File: config.mk
export PLATFORM = sky130hd
export DESIGN_NAME = io_ctrl
export DESIGN_NICKNAME = d
export VERILOG_FILES = /design/src/rtl/io_ctrl.sv
export SDC_FILE = /design/constraint.sdc
export NUM_CORES = 1
export LEC_CHECK = 0
export BUFFER_PORTS_ARGS = -buffer_cell sky130_fd_sc_hd__buf_4
export CAP_MARGIN = 5
export CORE_ASPECT_RATIO = 2
export CORE_MARGIN = 4
export CORE_UTILIZATION = 51
export DETAILED_ROUTE_END_ITERATION = 12
export GPL_ROUTABILITY_DRIVEN = 0
export PLACE_DENSITY = 0.88
export SYNTH_ARGS = -nofsm -noshare
export SYNTH_HDL_FRONTEND = slang
export SYNTH_SLANG_ARGS = --single-unit
export TNS_END_PERCENT = 20
File: constraint.sdc
create_clock -name clk_in -period 2.3 [get_ports clk_in]
set_input_delay 0.115 -clock clk_in [delete_from_list [all_inputs] [get_ports clk_in]]
set_output_delay 0.115 -clock clk_in [all_outputs]
set_load 0.01 [all_outputs]
File: src/rtl/io_ctrl.sv
// Memory-mapped I/O and RAM bridge behind the CPU byte bus: address steering,
// UART TX FIFO, RX byte path, cycle counter with snapshot and program-stop flag.
module io_ctrl #(
    parameter int FIFO_DEPTH  = 8,
    parameter int FULL_MARGIN = 2
) (
    input  logic        clk_in,
    input  logic        rst_in,
    input  logic        rdy_in,
    input  logic [31:0] cpu_a,
    input  logic [7:0]  cpu_dout,
    input  logic        cpu_wr,
    output logic [7:0]  cpu_din,
    output logic        io_buffer_full,
    output logic        ram_en,
    output logic        ram_wr,
    output logic [16:0] ram_a,
    output logic [7:0]  ram_dout,
    input  logic [7:0]  ram_din,
    input  logic [7:0]  rx_data,
    input  logic        rx_valid,
    output logic        rx_pop,
    output logic [7:0]  tx_data,
    output logic        tx_valid,
    input  logic        tx_ready,
    output logic        program_finish,
    output logic        overflow_err
);

    localparam int PW = $clog2(FIFO_DEPTH);
    localparam int CW = PW + 1;
    localparam logic [CW-1:0] DEPTH_CNT  = CW'(FIFO_DEPTH);
    localparam logic [CW-1:0] FULL_LEVEL = CW'(FIFO_DEPTH - FULL_MARGIN);

    localparam logic [15:0] OFF_UART = 16'h0000;
    localparam logic [15:0] OFF_CNT0 = 16'h0004;
    localparam logic [15:0] OFF_CNT1 = 16'h0005;
    localparam logic [15:0] OFF_CNT2 = 16'h0006;
    localparam logic [15:0] OFF_CNT3 = 16'h0007;

    logic          is_io;
    logic [15:0]   io_off;
    logic          cpu_req;
    logic          io_rd;
    logic          io_wr;
    logic          push;
    logic [7:0]    push_data;
    logic          pop;
    logic          fifo_full;
    logic          push_ok;
    logic [CW-1:0] count;
    logic [CW-1:0] count_next;
    logic [PW-1:0] rd_ptr;
    logic [PW-1:0] wr_ptr;
    logic [7:0]    fifo_mem [FIFO_DEPTH];
    logic [31:0]   cycle_cnt;
    logic [31:0]   snap;
    logic [7:0]    io_rdata;
    logic [7:0]    io_rdata_next;
    logic          sel_ram;
    logic          unused_addr_bits;

    assign unused_addr_bits = ^cpu_a[31:18];

    assign is_io   = cpu_a[17:16] == 2'b11;
    assign io_off  = cpu_a[15:0];
    // Reset gates every CPU-side strobe so nothing leaks out while rst_in is low.
    assign cpu_req = rst_in & rdy_in;
    assign io_rd   = cpu_req & is_io & ~cpu_wr;
    assign io_wr   = cpu_req & is_io & cpu_wr;

    assign ram_en   = cpu_req & ~is_io;
    assign ram_wr   = ram_en & cpu_wr;
    assign ram_a    = cpu_a[16:0];
    assign ram_dout = cpu_dout;

    assign rx_pop = io_rd & (io_off == OFF_UART) & rx_valid;

    assign push      = io_wr & (((io_off == OFF_UART) & (cpu_dout != 8'h00)) |
                                (io_off == OFF_CNT0));
    assign push_data = (io_off == OFF_CNT0) ? 8'h00 : cpu_dout;

    assign tx_valid  = count != '0;
    assign tx_data   = fifo_mem[rd_ptr];
    assign pop       = tx_valid & tx_ready;
    assign fifo_full = count == DEPTH_CNT;
    // A pop in the same cycle frees the head slot, so a push into a full FIFO is still safe.
    assign push_ok   = push & (~fifo_full | pop);

    assign cpu_din = sel_ram ? ram_din : io_rdata;

    always_comb begin
        count_next = count;
        case ({push_ok, pop})
            2'b10:   count_next = count + CW'(1);
            2'b01:   count_next = count - CW'(1);
            default: count_next = count;
        endcase
    end

    always_comb begin
        io_rdata_next = 8'h00;
        case (io_off)
            OFF_UART: io_rdata_next = rx_valid ? rx_data : 8'h00;
            OFF_CNT0: io_rdata_next = cycle_cnt[7:0];
            OFF_CNT1: io_rdata_next = snap[15:8];
            OFF_CNT2: io_rdata_next = snap[23:16];
            OFF_CNT3: io_rdata_next = snap[31:24];
            default:  io_rdata_next = 8'h00;
        endcase
    end

    always_ff @(posedge clk_in) begin
        if (push_ok) begin
            fifo_mem[wr_ptr] <= push_data;
        end
    end

    always_ff @(posedge clk_in) begin
        if (!rst_in) begin
            rd_ptr         <= '0;
            wr_ptr         <= '0;
            count          <= '0;
            io_buffer_full <= 1'b0;
            overflow_err   <= 1'b0;
            program_finish <= 1'b0;
            cycle_cnt      <= '0;
            snap           <= '0;
            io_rdata       <= 8'h00;
            sel_ram        <= 1'b0;
        end else begin
            if (pop) begin
                rd_ptr <= rd_ptr + PW'(1);
            end
            if (push_ok) begin
                wr_ptr <= wr_ptr + PW'(1);
            end
            count          <= count_next;
            io_buffer_full <= count_next >= FULL_LEVEL;
            if (push & fifo_full & ~pop) begin
                overflow_err <= 1'b1;
            end
            if (io_wr & (io_off == OFF_CNT0)) begin
                program_finish <= 1'b1;
            end
            if (rdy_in) begin
                cycle_cnt <= cycle_cnt + 32'd1;
                if (!cpu_wr) begin
                    sel_ram <= ~is_io;
                    if (is_io) begin
                        io_rdata <= io_rdata_next;
                    end
                    // Byte 0 comes from the live counter; bytes 1..3 from this snapshot.
                    if (is_io & (io_off == OFF_CNT0)) begin
                        snap <= cycle_cnt;
                    end
                end
            end
        end
    end

endmodule

Word level (Yosys, flattened, before mapping)
Memories as Yosys holds them, arrays and structs flattened. A register that Yosys moved wholly into a read port is not among the register bits.
Index checks and enable logic that the tools add are counted.
{"block": "word_totals", "mem_bits_rw": 64, "wordCells": 62, "memories": 1, "register_bits": 86}
{"block": "classes", "addsub": 5, "reduce_logical": 6, "bitwise_logic": 22, "n_lt_le_gt_ge": 1, "eq_ne": 8, "mux": 9}
{"name": "fifo_mem", "depth": 8, "width": 8, "read_ports": 1, "rd_ports_with_merged_regs": 1, "write_ports": 1, "line": "55", "rtl": "logic [7:0] fifo_mem [FIFO_DEPTH];"}
{"op": "$eq A16 B3 Y1 const B", "n": 4}
{"op": "$pmux W8 S5", "n": 1}
{"op": "$add A32 B1 Y32 const B", "n": 1}
{"op": "$mux W8", "n": 3}
{"op": "$and A1 B1 Y1", "n": 16}
{"op": "$logic_not A16 Y1", "n": 1}
{"op": "$pmux W4 S2", "n": 1}
{"op": "$reduce_bool A8 Y1", "n": 1}
{"op": "$add A3 B1 Y3 const B", "n": 2}
{"op": "$mux W3", "n": 2}
{"op": "$reduce_and A3 Y1", "n": 2}
{"op": "$add A4 B1 Y4 const B", "n": 1}
{"op": "$eq A2 B2 Y1 const B", "n": 2}
{"op": "$eq A4 B4 Y1 const B", "n": 1}
{"op": "$ge A4 B3 Y1 const B", "n": 1}
{"op": "$not A1 Y1", "n": 4}
{"op": "$reduce_bool A4 Y1", "n": 1}
{"op": "$sub A4 B1 Y4 const B", "n": 1}
{"op": "$eq A2 B1 Y1 const B", "n": 1}
{"op": "$mux W1", "n": 2}
{"op": "$or A1 B1 Y1", "n": 2}
{"op": "$reduce_and A2 Y1", "n": 1}

Logic depth before layout (Yosys ltp)
{"block": "logic_depth", "ltp_word": 8, "ltp_mapped": 12, "ltp_nobuf": 11}

Least setup slack after synthesis
No wires, ideal clock.
{"block": "synth_path", "path_type": "register to register", "start": "reg count[3]", "end": "reg io_buffer_full", "period_less_slack_ns": 2.552, "required_ns": 2.176, "path_stages_with_launch": 12, "setup_time_ns": 0.124, "slack_ns": -0.252, "t_arrival_ns": 2.428, "cell_sequence": "dfxtp_1 -> buf_2 -> or4_1 -> and2_1 -> nand2_1 -> inv_1 -> ha_1 -> a21o_1 -> a211oi_1 -> xor2_1 -> a211oi_1 -> a21oi_1"}
{"block": "synth_between", "elab_chain_cells": 7, "word_cells_on_any_way": 12}
{"item": "start: declaration", "line": "51", "rtl": "logic [CW-1:0] count;"}
{"item": "start signal: assignment", "line": "138", "rtl": "count <= count_next;"}
{"item": "$reduce_bool A4 Y1 (*)", "line": "83", "rtl": "assign tx_valid = count != '0;"}
{"item": "net tx_valid", "line": "24", "rtl": "output logic tx_valid,"}
{"item": "$and A1 B1 Y1 (*)", "line": "85", "rtl": "assign pop = tx_valid & tx_ready;"}
{"item": "$or A1 B1 Y1", "line": "88", "rtl": "assign push_ok = push & (~fifo_full | pop);"}
{"item": "$and A1 B1 Y1", "line": "88"}
{"item": "$eq A2 B1 Y1 / $eq A2 B2 Y1 (equally long branches)", "line": "94", "rtl": "case ({push_ok, pop})"}
{"item": "$pmux W4 S2 (*)", "line": "94"}
{"item": "$ge A4 B3 Y1 (*)", "line": "139", "rtl": "io_buffer_full <= count_next >= FULL_LEVEL;"}
{"item": "end signal: assignment", "line": "124", "rtl": "io_buffer_full <= 1'b0;"}
{"item": "end signal: assignment", "line": "139"}
{"item": "end: declaration", "line": "14", "rtl": "output logic io_buffer_full,"}
Mark *: on every way through the listed nets, which the timed path passes. The rest lies on a longest branch.
A chain may end at the register's enable or synchronous reset.

Final worst setup path
{"block": "layout_path", "start": "reg count[0]", "end": "reg io_buffer_full"}
{"block": "layout_between", "elab_chain_cells": 7, "word_cells_on_any_way": 12}
{"item": "$reduce_bool A4 Y1 / $eq A4 B4 Y1 (equally long branches)", "line": "83, 86"}
{"item": "$and A1 B1 Y1 / $not A1 Y1 (equally long branches)", "line": "85, 88"}
{"item": "$or A1 B1 Y1", "line": "88"}
{"item": "$and A1 B1 Y1", "line": "88"}
{"item": "$eq A2 B1 Y1 / $eq A2 B2 Y1 (equally long branches)", "line": "94"}
{"item": "$pmux W4 S2 (*)", "line": "94"}
{"item": "$ge A4 B3 Y1 (*)", "line": "139"}
Mark *: on every way between the ends. The rest lies on a longest branch, timed or not.

==> results.sh <==
export IMPL_status="finished, violations left"
export IMPL_violations="negative setup slack"
export IMPL_reg2reg_depth=10
export IMPL_rsz0062_at_grt="true"
export IMPL_rows=58
export IMPL_ys_seq_elements=145
export IMPL_drive_gt1_frac=0.323
export IMPL_place_hpwl_mm=12.3
export IMPL_final_hold_viol_count=0
export IMPL_r2r_slack_ps=-140
export IMPL_yosys_warnings=0
export IMPL_multiInputGateArea_sq_um=2760
export IMPL_maxCapViolCount=0
export IMPL_synth_top_cell_area_share=0.293
export IMPL_timing_final_crit_share=1.06
export IMPL_cts_buffers=17
export IMPL_synth_ff_type="dfxtp_1"
export IMPL_synthArstFlopShare=0
export IMPL_critical_path_required_ps=2630
export IMPL_r2r_start="count[0]"
export IMPL_avgSynthCellArea_sq_um=10.7
export IMPL_regToRegEndpoint="io_buffer_full"
export IMPL_gr_total_overflow=0
export IMPL_synth_edff_count=64
export IMPL_cp_start_kind="flop"
export IMPL_antennaDiodeCount=0
export IMPL_dieHeight_um=168
export IMPL_worstMarginPinSlew_ps=616
export IMPL_worstHoldEndpoint="io_rdata[4]"
export IMPL_ys_seq_area_frac=0.540
export IMPL_areaGrowthSynthToFinish_pct=25.8
export IMPL_register_area_sq_um=3550
export IMPL_synth_fp_nets=682
export IMPL_n_fill_cell=913
export IMPL_cp_arrival_ps=2770
export IMPL_grt_max_degree=46
export IMPL_yosysUniqueCellTypes=48
export IMPL_synthTopCellsByArea="edfxtp_1 (29%), dfxtp_1 (25%), mux4_2 (5.5%), nand2_1 (4.6%), a21oi_1 (4.4%)"
export IMPL_power_leakage_uw=0.00298
export IMPL_die_w_um=88.2
export IMPL_fin_ws_ps=-139
export IMPL_clockPowerShare=0.478
export IMPL_p_switching_uw=1180
export IMPL_cts_sinks=145
export IMPL_drc=0
export IMPL_slew_violations=0
export IMPL_intPower_uw=4530
export IMPL_detail_route_antenna_nets=0
export IMPL_ir_worst_vdd_uv=567
export IMPL_cp_end_kind="flop"
export IMPL_grt_pass1_vias=5646
export IMPL_path_class="flop to flop"
export IMPL_core_sq_um=12600
export IMPL_firstDrtPassIters=8
export IMPL_setup_violations=2
export IMPL_slew_headroom=0.584
export IMPL_finalWirelength_mm=17.1
export IMPL_fmax_ghz=0.410
export IMPL_final_nets=797
export IMPL_synth_cells=614
export IMPL_drt_vias_per_instance=5.97
export IMPL_clock_path_buffers=2
export IMPL_path_max_fanout=3
export IMPL_min_path_type="input port to flop"
export IMPL_routedWlPerCell_um=19.2
export IMPL_dieArea_sq_um=14900
export IMPL_combPwrFrac=0.048
export IMPL_power_density_nw_per_um2=692
export IMPL_skew_ps=8.53
export IMPL_tritoncts="done"
export IMPL_grt_pass1_wl_mm=27.3
export IMPL_numPortBuffers=95
export IMPL_place_ws_ps=-205
export IMPL_start_util=0.520
export IMPL_antenna_found_initial=0
export IMPL_grtUsageTotal=0.238
export IMPL_syn_area_sq_um=6560
export IMPL_drtIter0Drc=288
export IMPL_yosysTopAreaCell="edfxtp_1"
export IMPL_synth_commonest_cells="dfxtp_1 (81), nand2_1 (81), edfxtp_1 (64)"
export IMPL_period_needed_ps=2440
export IMPL_swShare=0.207
export IMPL_power_frac_seq=0.474
export IMPL_path_clk_slew_ps=60
export IMPL_fin_util=0.654
export IMPL_h_tree_depth=4
export IMPL_insertion_delay_ps=410
export IMPL_vias=5325
export IMPL_cts_root_buffer_cell="clkbuf_16"
export IMPL_hp_start="rx_data[4]"
export IMPL_hold_depth=3
export IMPL_ios=110
## cells by family (layout without fill, tap and decap cells)
logic type | Yosys count | in the layout | synth area share
adders and majority gates | 6 | 6 | 0.0126
AOI/OAI and AO/OA | 100 | 100 | 0.0860
buffers and inverters | 64 | 192 | 0.0526
and+or+nand+nor | 229 | 229 | 0.172
xor gates and xnor gates | 27 | 27 | 0.0360
DFF | 145 | 145 | 0.540
muxes | 43 | 43 | 0.101
## cells in the final DEF, fill, tap and decap left out, types with 4 or more instances in the layout
cell	count
nor3_1	11
nor4_1	7
nand3b_1	9
mux4_2	16
xnor2_1	14
mux2_2	24
nand3_1	15
a22oi_1	8
nand4_1	9
clkbuf_16	17
dlygate4sd3_1	4
inv_1	9
and2_1	10
xor2_1	13
nand2_1	79
nor2_1	47
o21ai_0	18
and3_1	8
or3_1	10
dfxtp_1	79
a21oi_1	57
edfxtp_1	64
buf_4	145
## what timing repair did
item / in CTS / in global routing
endpoints found under the setup margin: 2 / 5
setup buffers: 0 / 2
pin swaps: 8 / 7
cloned: 0 / 0
gates resized for setup: 7 / 3
hold buffers: 4 / 0
endpoints found under the hold margin: 4 / 0
## registers in the layout, indices dropped and copies added, names as in the netlist, named ones only
register,count
sel_ram,1
io_buffer_full,1
cycle_cnt,32
overflow_err,1
program_finish,1
rd_ptr,3
count,4
wr_ptr,3
snap,24
io_rdata,8
fifo_mem,64
## layer usage
layer	GRT usage	part of all wire	vias to the layer above	routed length (um)
met3	0.0553	0.065	67	1110
li1	-	-	2418	-
met2	0.451	0.57	254	9690
met1	0.231	0.32	2586	5490
met4	0.113	0.047	0	799
met5	0	0	-	0
## worst max-delay path, cell delays in order (launching register included)
cell and delay (ps):
dfxtp_2 320, or4_4 530, and2_4 170, nand2_4 70, inv_4 50, ha_4 230
a21o_1 230, a211oi_2 240, xor2_1 270, a211oi_2 110, a21oi_1 140
## power by group through the flow
stage	combinational (uW)	clock [uW]	sequential (uW)
6_report	276	2730	2710
5_1_grt	296	2890	2710
4_1_cts	275	2750	2710
3_5_place_dp	268	0	2760
3_3_place_gp	258	0	2760
2_1_floorplan	136	0	2760
## worst max-delay path by stage
stage,to,slack [ps],cells past startpoint,startpoint
5_1_grt,io_buffer_full,-200,10,count[0]
3_5_place_dp,io_buffer_full,-200,12,cpu_a[14]
3_3_place_gp,io_buffer_full,-60,13,cpu_a[9]
4_1_cts,io_buffer_full,-60,10,count[2]
6_report,io_buffer_full,-140,10,count[0]
2_1_floorplan,fifo_mem[2][0],-70,7,cpu_a[0]
## stage by stage
| stage | area, sq um | instances | hold WS (ps) | power [uW] | setup TNS [ps] |
|---|---|---|---|---|---|
| after floorplan | 6620 | 614 | 299 | 2890 | -591 |
| after global placement | 7570 | 854 | 403 | 3020 | -64.7 |
| after detailed placement | 7570 | 854 | 398 | 3030 | -332 |
| after CTS | 8230 | 890 | 2.45 | 5740 | -110 |
| after global routing | 8260 | 892 | 11.7 | 5890 | -329 |
| final | 8260 | 892 | 14.5 | 5720 | -212 |
## cell type report
type                            instances  area share
Tap cell                              150      0.0227
Clock buffer                           18      0.0520
Clock inverter                         14      0.0197
Sequential cell                       145       0.429
Timing Repair Buffer                  149       0.137
Inverter                               11     0.00530
Multi-Input combinational cell        405       0.334
Note: power is estimated with default switching activity, not from simulation.
